<file path="config.mk">
export PLATFORM = sky130hd
export DESIGN_NAME = fft_bfly_r2
export DESIGN_NICKNAME = d
export VERILOG_FILES = /design/src/rtl/fft_bfly_r2.sv
export SDC_FILE = /design/constraint.sdc
export NUM_CORES = 2
export LEC_CHECK = 0
export ABC_CLOCK_PERIOD_IN_PS = 8400
export BUFFER_PORTS_ARGS = -buffer_cell sky130_fd_sc_hd__buf_2
export CAP_MARGIN = 20
export CELL_PAD_IN_SITES_DETAIL_PLACEMENT = 1
export CELL_PAD_IN_SITES_GLOBAL_PLACEMENT = 1
export CORE_MARGIN = 2
export CORE_UTILIZATION = 46
export CTS_CLUSTER_SIZE = 28
export DETAILED_ROUTE_END_ITERATION = 8
export PLACE_DENSITY = 0.82
export SYNTH_ARGS = -nofsm -noshare
export SYNTH_HDL_FRONTEND = slang
export SYNTH_SLANG_ARGS = --single-unit
</file>
<file path="constraint.sdc">
create_clock -name clk -period 8.4 [get_ports clk]
set_input_delay 0 -clock clk [delete_from_list [all_inputs] [get_ports clk]]
set_output_delay 0 -clock clk [all_outputs]
set_load 0.005 [all_outputs]
</file>
<file path="src/rtl/fft_bfly_r2.sv">
// Radix-2 DIT butterfly: X0 = a + W*b, X1 = a - W*b, optional /2 scaling and conj(W).
// Latency: 3 cycles (input reg, complex multiply, add/sub/scale/range-reduce), 1 sample/cycle.
// Backpressure: whole pipe freezes when out_valid & !out_ready; in_ready = !out_valid | out_ready.
// Build option: define FFT_BFLY_SAT_EN to saturate out-of-range results instead of wrapping.
module fft_bfly_r2 #(
  parameter int DW = 16,
  parameter int TW = 16
) (
  input  logic                 clk,
  input  logic                 rst,
  input  logic                 in_valid,
  output logic                 in_ready,
  input  logic                 scale,
  input  logic                 inverse,
  input  logic signed [DW-1:0] a_re,
  input  logic signed [DW-1:0] a_im,
  input  logic signed [DW-1:0] b_re,
  input  logic signed [DW-1:0] b_im,
  input  logic signed [TW-1:0] w_re,
  input  logic signed [TW-1:0] w_im,
  output logic                 out_valid,
  input  logic                 out_ready,
  output logic signed [DW-1:0] X0_re,
  output logic signed [DW-1:0] X0_im,
  output logic signed [DW-1:0] X1_re,
  output logic signed [DW-1:0] X1_im,
  output logic                 ovf
);

  // PW holds the full cross-product sum without overflow; SW holds a +/- p.
  localparam int PW = DW + TW + 2;
  localparam int SW = DW + 2;
  localparam logic signed [PW-1:0] RND = PW'(1) << (TW - 2);
  localparam logic signed [SW-1:0] ONE = SW'(1);

  logic w_en;
  assign w_en     = !out_valid || out_ready;
  assign in_ready = w_en;

  // Conjugation happens on a TW+1 bit copy so that negating -1.0 stays exact.
  logic signed [TW:0] w_wi_ext;
  logic signed [TW:0] w_wi_sel;
  assign w_wi_ext = {w_im[TW-1], w_im};
  assign w_wi_sel = inverse ? -w_wi_ext : w_wi_ext;

  logic                 r1_vld, r1_scale;
  logic signed [DW-1:0] r1_a_re, r1_a_im, r1_b_re, r1_b_im;
  logic signed [TW:0]   r1_w_re, r1_w_im;

  // Stage 1: capture operands, twiddle (already conjugated) and scale flag.
  always_ff @(posedge clk) begin
    if (rst) begin
      r1_vld   <= 1'b0;
      r1_scale <= 1'b0;
      r1_a_re  <= '0;
      r1_a_im  <= '0;
      r1_b_re  <= '0;
      r1_b_im  <= '0;
      r1_w_re  <= '0;
      r1_w_im  <= '0;
    end else if (w_en) begin
      r1_vld   <= in_valid;
      r1_scale <= scale;
      r1_a_re  <= a_re;
      r1_a_im  <= a_im;
      r1_b_re  <= b_re;
      r1_b_im  <= b_im;
      r1_w_re  <= {w_re[TW-1], w_re};
      r1_w_im  <= w_wi_sel;
    end
  end

  // Full-width complex multiply with round-half-up back to Q(TW-1).
  logic signed [PW-1:0] w_acc_re, w_acc_im;
  logic signed [SW-1:0] w_p_re, w_p_im;
  assign w_acc_re = PW'(r1_b_re) * PW'(r1_w_re) - PW'(r1_b_im) * PW'(r1_w_im) + RND;
  assign w_acc_im = PW'(r1_b_re) * PW'(r1_w_im) + PW'(r1_b_im) * PW'(r1_w_re) + RND;
  assign w_p_re   = SW'(w_acc_re >>> (TW - 1));
  assign w_p_im   = SW'(w_acc_im >>> (TW - 1));

  logic                 r2_vld, r2_scale;
  logic signed [DW-1:0] r2_a_re, r2_a_im;
  logic signed [SW-1:0] r2_p_re, r2_p_im;

  // Stage 2: register the product W*b alongside the delayed a operand.
  always_ff @(posedge clk) begin
    if (rst) begin
      r2_vld   <= 1'b0;
      r2_scale <= 1'b0;
      r2_a_re  <= '0;
      r2_a_im  <= '0;
      r2_p_re  <= '0;
      r2_p_im  <= '0;
    end else if (w_en) begin
      r2_vld   <= r1_vld;
      r2_scale <= r1_scale;
      r2_a_re  <= r1_a_re;
      r2_a_im  <= r1_a_im;
      r2_p_re  <= w_p_re;
      r2_p_im  <= w_p_im;
    end
  end

  // Optional halving, then reduction to DW bits; bit DW of the result flags overflow.
  function automatic logic [DW:0] f_reduce(input logic signed [SW-1:0] s, input logic sc);
    logic signed [SW-1:0] v;
    logic                 ov;
    logic [DW-1:0]        r;
    v  = sc ? ((s + ONE) >>> 1) : s;
    ov = (v[SW-1:DW-1] != {(SW-DW+1){v[SW-1]}});
`ifdef FFT_BFLY_SAT_EN
    if (!ov)          r = v[DW-1:0];
    else if (v[SW-1]) r = {1'b1, {(DW-1){1'b0}}};
    else              r = {1'b0, {(DW-1){1'b1}}};
`else
    r = v[DW-1:0];
`endif
    return {ov, r};
  endfunction

  logic signed [SW-1:0] w_s0_re, w_s0_im, w_s1_re, w_s1_im;
  logic [DW:0]          w_r0_re, w_r0_im, w_r1_re, w_r1_im;
  logic                 w_any_ovf;
  assign w_s0_re   = SW'(r2_a_re) + r2_p_re;
  assign w_s0_im   = SW'(r2_a_im) + r2_p_im;
  assign w_s1_re   = SW'(r2_a_re) - r2_p_re;
  assign w_s1_im   = SW'(r2_a_im) - r2_p_im;
  assign w_r0_re   = f_reduce(w_s0_re, r2_scale);
  assign w_r0_im   = f_reduce(w_s0_im, r2_scale);
  assign w_r1_re   = f_reduce(w_s1_re, r2_scale);
  assign w_r1_im   = f_reduce(w_s1_im, r2_scale);
  assign w_any_ovf = w_r0_re[DW] | w_r0_im[DW] | w_r1_re[DW] | w_r1_im[DW];

  // Stage 3: output register; results hold while stalled, ovf is sticky until reset.
  always_ff @(posedge clk) begin
    if (rst) begin
      out_valid <= 1'b0;
      X0_re     <= '0;
      X0_im     <= '0;
      X1_re     <= '0;
      X1_im     <= '0;
      ovf       <= 1'b0;
    end else if (w_en) begin
      out_valid <= r2_vld;
      if (r2_vld) begin
        X0_re <= w_r0_re[DW-1:0];
        X0_im <= w_r0_im[DW-1:0];
        X1_re <= w_r1_re[DW-1:0];
        X1_im <= w_r1_im[DW-1:0];
        ovf   <= ovf | w_any_ovf;
      end
    end
  end

endmodule

</file>
Yosys cells after proc, flatten, opt, wreduce, memory -nomap -nowiden --
Cells that the tools add are included.
Storage, ports and cells: register bits after elaboration 235, bits of input ports 102
Operators by class: add/sub/neg operators 13, multiply operators 4, equality and inequality tests 4, mux-type cells 5, bitwise logic cells 4, reduce and logical (&&, ||, !) cells 3
Operators with widths (number):
- $add 18x2->18 const B | 4
- $mux 18 | 4
- $add 33x16->33 const B | 2
- $mul 16x17->33 | 2
- $mul 16x16->32 | 2
- $add 16x18->18 | 2
- $sub 16x18->18 | 2
- $add 33x32->33 | 1
- $sub 32x33->33 | 1
- $mux 17 | 1
- $neg 16->17 | 1
- $ne 2x2->1 | 4
- $or 1x1->1 | 4
- $reduce_and 2->1 | 1
- $logic_not 1->1 | 1
- $logic_or 1x1->1 | 1

Longest topological paths before layout --
word-level depth 8, mapped depth 30, gate-level depth less buffers 29

Worst setup path after synthesis --
No wires, ideal clock.
path type reg2reg, start point register r1_b_im[0], end point register r2_p_re[16], setup time 0.132 ns, arrival 7.672 ns, path slack 0.596 ns, cell stages (with the launch flop) 25, buffers on the path 1, clock period less this slack 7.804 ns, cells stage by stage dfxtp_1 > clkbuf_1 > nand2_1 > inv_1 > fa_1 > fa_1 > fa_1 > fa_1 > fa_1 > fa_1 > fa_1 > fa_1 > inv_1 > ha_1 > a21o_1 > a21oi_1 > o21bai_1 > a21oi_1 > o32a_1 > o311ai_0 > a41o_1 > a41o_1 > a311o_1 > o21ai_0 > a21oi_1
Between the ends: word-level cells in the longest chain between the ends 3
Ends and longest elaborated chain:
- start: declaration | RTL line 47 | logic signed [DW-1:0] r1_a_re, r1_a_im, r1_b_re, r1_b_im;
- start signal: assignment | RTL line 67 | r1_b_im <= b_im;
- $mul 16x17->33 | RTL line 76 | assign w_acc_re = PW'(r1_b_re) * PW'(r1_w_re) - PW'(r1_b_im) * PW'(r1_w_im) + RND;
- $sub 32x33->33 | RTL line 76
- $add 33x16->33 | RTL line 76
- end signal: assignment | RTL line 99 | r2_p_re <= w_p_re;
- end: declaration | RTL line 83 | logic signed [SW-1:0] r2_p_re, r2_p_im;
Every way passes these cells. A chain may end at the register's enable or synchronous reset.

Worst setup path after layout --
start point register r1_w_im[15], end point register r2_p_re[16]
Between the ends: word-level cells in the longest chain between the ends 3
Ends and longest elaborated chain:
- start: declaration | RTL line 48 | logic signed [TW:0] r1_w_re, r1_w_im;
- start signal: assignment | RTL line 69 | r1_w_im <= w_wi_sel;
- $mul 16x17->33 | RTL line 76
- $sub 32x33->33 | RTL line 76
- $add 33x16->33 | RTL line 76
Every way passes these cells.

==> impl_metrics.yaml <==
die:
  io_pins: 169
  die-area_mm2: 0.120
  die_y_um: 347
  row_count: 125
  die_width_um: 347
  fp.coreArea_mm2: 0.116
  start_util: 0.465
worst_setup_path:
  rrSetupSlack_ns: 0.27
  crit_arrival_ns: 8.58
  worstSetupPathType: "reg2reg"
  start_kind: "flop"
  crit_buf_inv: 4
  critPathMaxStageDelay_ns: 0.93
  cp_max_fo: 17
  slowest_stage: "dfxtp_1"
  cp_top_family: "adder cells"
  required_ns: 8.85
  crit_path_end_kind: "flop"
  cpMostUsedCell: "fa_1"
routing:
  viasPerCell: 5.44
  vias: 42400
  ant_nets: 0
  wl_per_cell_um: 22.1
  drt_first_pass_iters: 5
  wl_um: 172000
  drtIter0Drc: 2433
  drc: 0
sta:
  fin_ws_ns: 0.266
  finClkSkew_ns: 0.0387
  worst_pin_slew_ns: 0.927
  hold_violations: 0
  fin_tns_setup_ns: 0
  fin_crit_sh: 0.968
  max_freq_ghz: 0.123
  drv_slew: 0
  slew_headroom: 0.381
  rsz0062_at_grt: "no"
  min_period_ns: 8.13
  finalSetupViolCount: 0
finish:
  final_cells: 7809
  n_fill_cell: 13500
  multi_input_area_mm2: 0.0430
  regArea_mm2: 0.00473
  drive_gt1_frac: 0.0738
  top_regs: "r2_p_im: 18 flops, r2_p_re: 18 flops, r1_w_im: 17 flops"
  area_growth_pct: 10.2
  nets: 7931
synthesis:
  synth.cell_area_mm2: 0.0541
  synth_async_sr_flop_share: 0
  ys_top_cells_by_area: "fa_1, inv_1, dfxtp_1"
  yosysUniqueCellTypes: 96
  yosys.area_share.adder: 0.529
  syn-mean-instance-area_um2: 8.88
  synth_ff_type: "dfxtp_1"
  yosys.area_share.simple: 0.161
  synthMuxAreaShare: 0.00285
  synth-compound-area-share: 0.0774
  synth_xor_area_frac: 0.0257
  synth_edf_count: 0
  synth_top_family_by_area: "adder cells"
  synth_area_leader_cell: "fa_1"
  synth_seq_area_share: 0.0870
  ys_warn_count: 0
  netlist.area_leader.share: 0.443
  synth_nets: 7755
  synth_cells: 6084
  ys_seq_elements: 235
run_status:
  status: "finished clean"
global_routing:
  grt_max_degree: 84
  grt_pass1_wl_um: 275000
  grt-ovfl-total: 0
  antenna_found_initial: 3
  track_usage: 0.292
  first_global_vias: 49700
clock_tree:
  clock_sinks: 235
  htreeDepth: 2
  cts_tree: "built"
  cts-root-buf: "clkbuf_16"
  cts_buffer_depth: 3
  clk_pin_slew_ns: 0.07
  clock_latency_ns: 0.61
  cts_buffers: 34
worst_hold_path:
  hp-class: "in2reg"
flow_run:
  drv_cap: 0
placed_design:
  hpwl_um: 142000
  numPortBuffers: 168
  place.gp.congestion: 0.892
  place_inst: 7628
  place_ws_ns: 0.0462
==> synth_stat cells (6+ instances only) <==
cell       instances
inv_1           1357
fa_1            1195
nand2_1          851
and2_1           506
ha_1             374
clkbuf_1         297
a21oi_1          262
dfxtp_1          235
nor2_1           200
xnor2_1          107
a211oi_1          70
o21ai_0           57
xor2_1            50
nand2b_1          43
nor3_1            40
a21o_1            37
nor2b_1           32
nand3_1           29
o21a_1            20
nand4_1           19
o21bai_1          16
o31ai_1           16
or3_1             16
mux2i_1           12
a311oi_1          10
and3_1            10
nor4_1            10
o211ai_1          10
a221oi_1           9
or2_2              9
a32oi_1            8
or4_1              8
a2111oi_0          7
and4_1             7
buf_2              7
a211o_1            6
buf_1              6
==> tightest hold or removal path, stage by stage <==
cell and delay, ns:
buf_2 0.10, nor2b_4 0.04, buf_4 0.25, nand2_1 0.13
a21oi_1 0.05
==> metrics by stage <==
stage          cell area, um2  utilization  hold WS, ns
2_1_floorplan           54100            -        0.140
3_3_place_gp            57100        0.491        0.248
3_5_place_dp            57100        0.491        0.253
4_1_cts                 59500        0.512       0.0295
5_1_grt                 59600        0.512       0.0719
6_report                59600        0.512       0.0683
==> cell type report <==
cell class | count | share of cell area
antenna | 1 | 0.0000420
clock buffer | 38 | 0.0149
clock inverter | 22 | 0.00513
inverter | 1361 | 0.0859
multi-input combinational | 4174 | 0.723
sequential | 235 | 0.0795
tap | 1524 | 0.0320
timing repair buffer | 454 | 0.0598
==> logic make-up (layout without fill, tap and decap cells) <==
logic type | after synthesis | count (layout)
XOR/XNOR | 158 | 158
AND/OR/NAND/NOR | 1806 | 1806
other | 0 | 1
flip-flops | 235 | 235
AO/OA/AOI/OAI | 626 | 626
adder cells (fa/ha/maj) | 1569 | 1569
buffers and inverters | 1675 | 1875
multiplexers | 15 | 15
==> per-layer routing <==
| layer | global-route usage | share of wire | up-vias |
|---|---|---|---|
| li1 | - | - | 18600 |
| met1 | 0.360 | 0.40 | 22200 |
| met2 | 0.520 | 0.51 | 1279 |
| met3 | 0.0391 | 0.054 | 451 |
| met4 | 0.110 | 0.038 | 0 |
| met5 | 0 | 0 | - |
==> placed cells by master (no fill, tap or decap), types with 10 or more instances in the layout <==
cell,synthesis,routed
inv_1,1357,1356
fa_1,1195,1195
nand2_1,851,850
and2_1,506,505
ha_1,374,374
a21oi_1,262,262
dfxtp_1,235,214
nor2_1,200,200
buf_2,7,167
buf_4,2,144
dlygate4sd3_1,0,120
xnor2_1,107,107
a211oi_1,70,70
o21ai_0,57,57
xor2_1,50,50
nand2b_1,43,43
nor3_1,40,40
a21o_1,37,37
clkbuf_16,0,34
nor2b_1,32,31
nand3_1,29,29
buf_12,0,21
o21a_1,20,20
dfxtp_2,0,20
nand4_1,19,19
or3_1,16,16
o31ai_1,16,16
o21bai_1,16,16
mux2i_1,12,12
and3_1,10,10
o211ai_1,10,10
a311oi_1,10,10
==> final timing paths <==
check | startpoint | to | depth (start not counted)
worst max-delay path | r1_w_im[15]$_SDFFE_PP0N_ | r2_p_re[16]$_SDFFE_PP0N_ | 25
worst min-delay path | out_ready | r2_p_im[10]$_SDFFE_PP0N_ | 5
worst max register to register | r1_w_im[15]$_SDFFE_PP0N_ | r2_p_re[16]$_SDFFE_PP0N_ | 25
worst min register to register | X0_re[12]$_SDFFE_PP0P_ | X0_re[12]$_SDFFE_PP0P_ | 2
==> what timing repair did <==
item | in CTS | in global routing
endpoints found under the hold margin | 121 | 0
hold buffers | 120 | 0
endpoints found under the setup margin | 2 | 13
resized for setup | 1 | 23
buffers inserted | 0 | 0
Power is not shown: default switching activity piles up to over one toggle a cycle in this logic, so the estimate is an artifact.
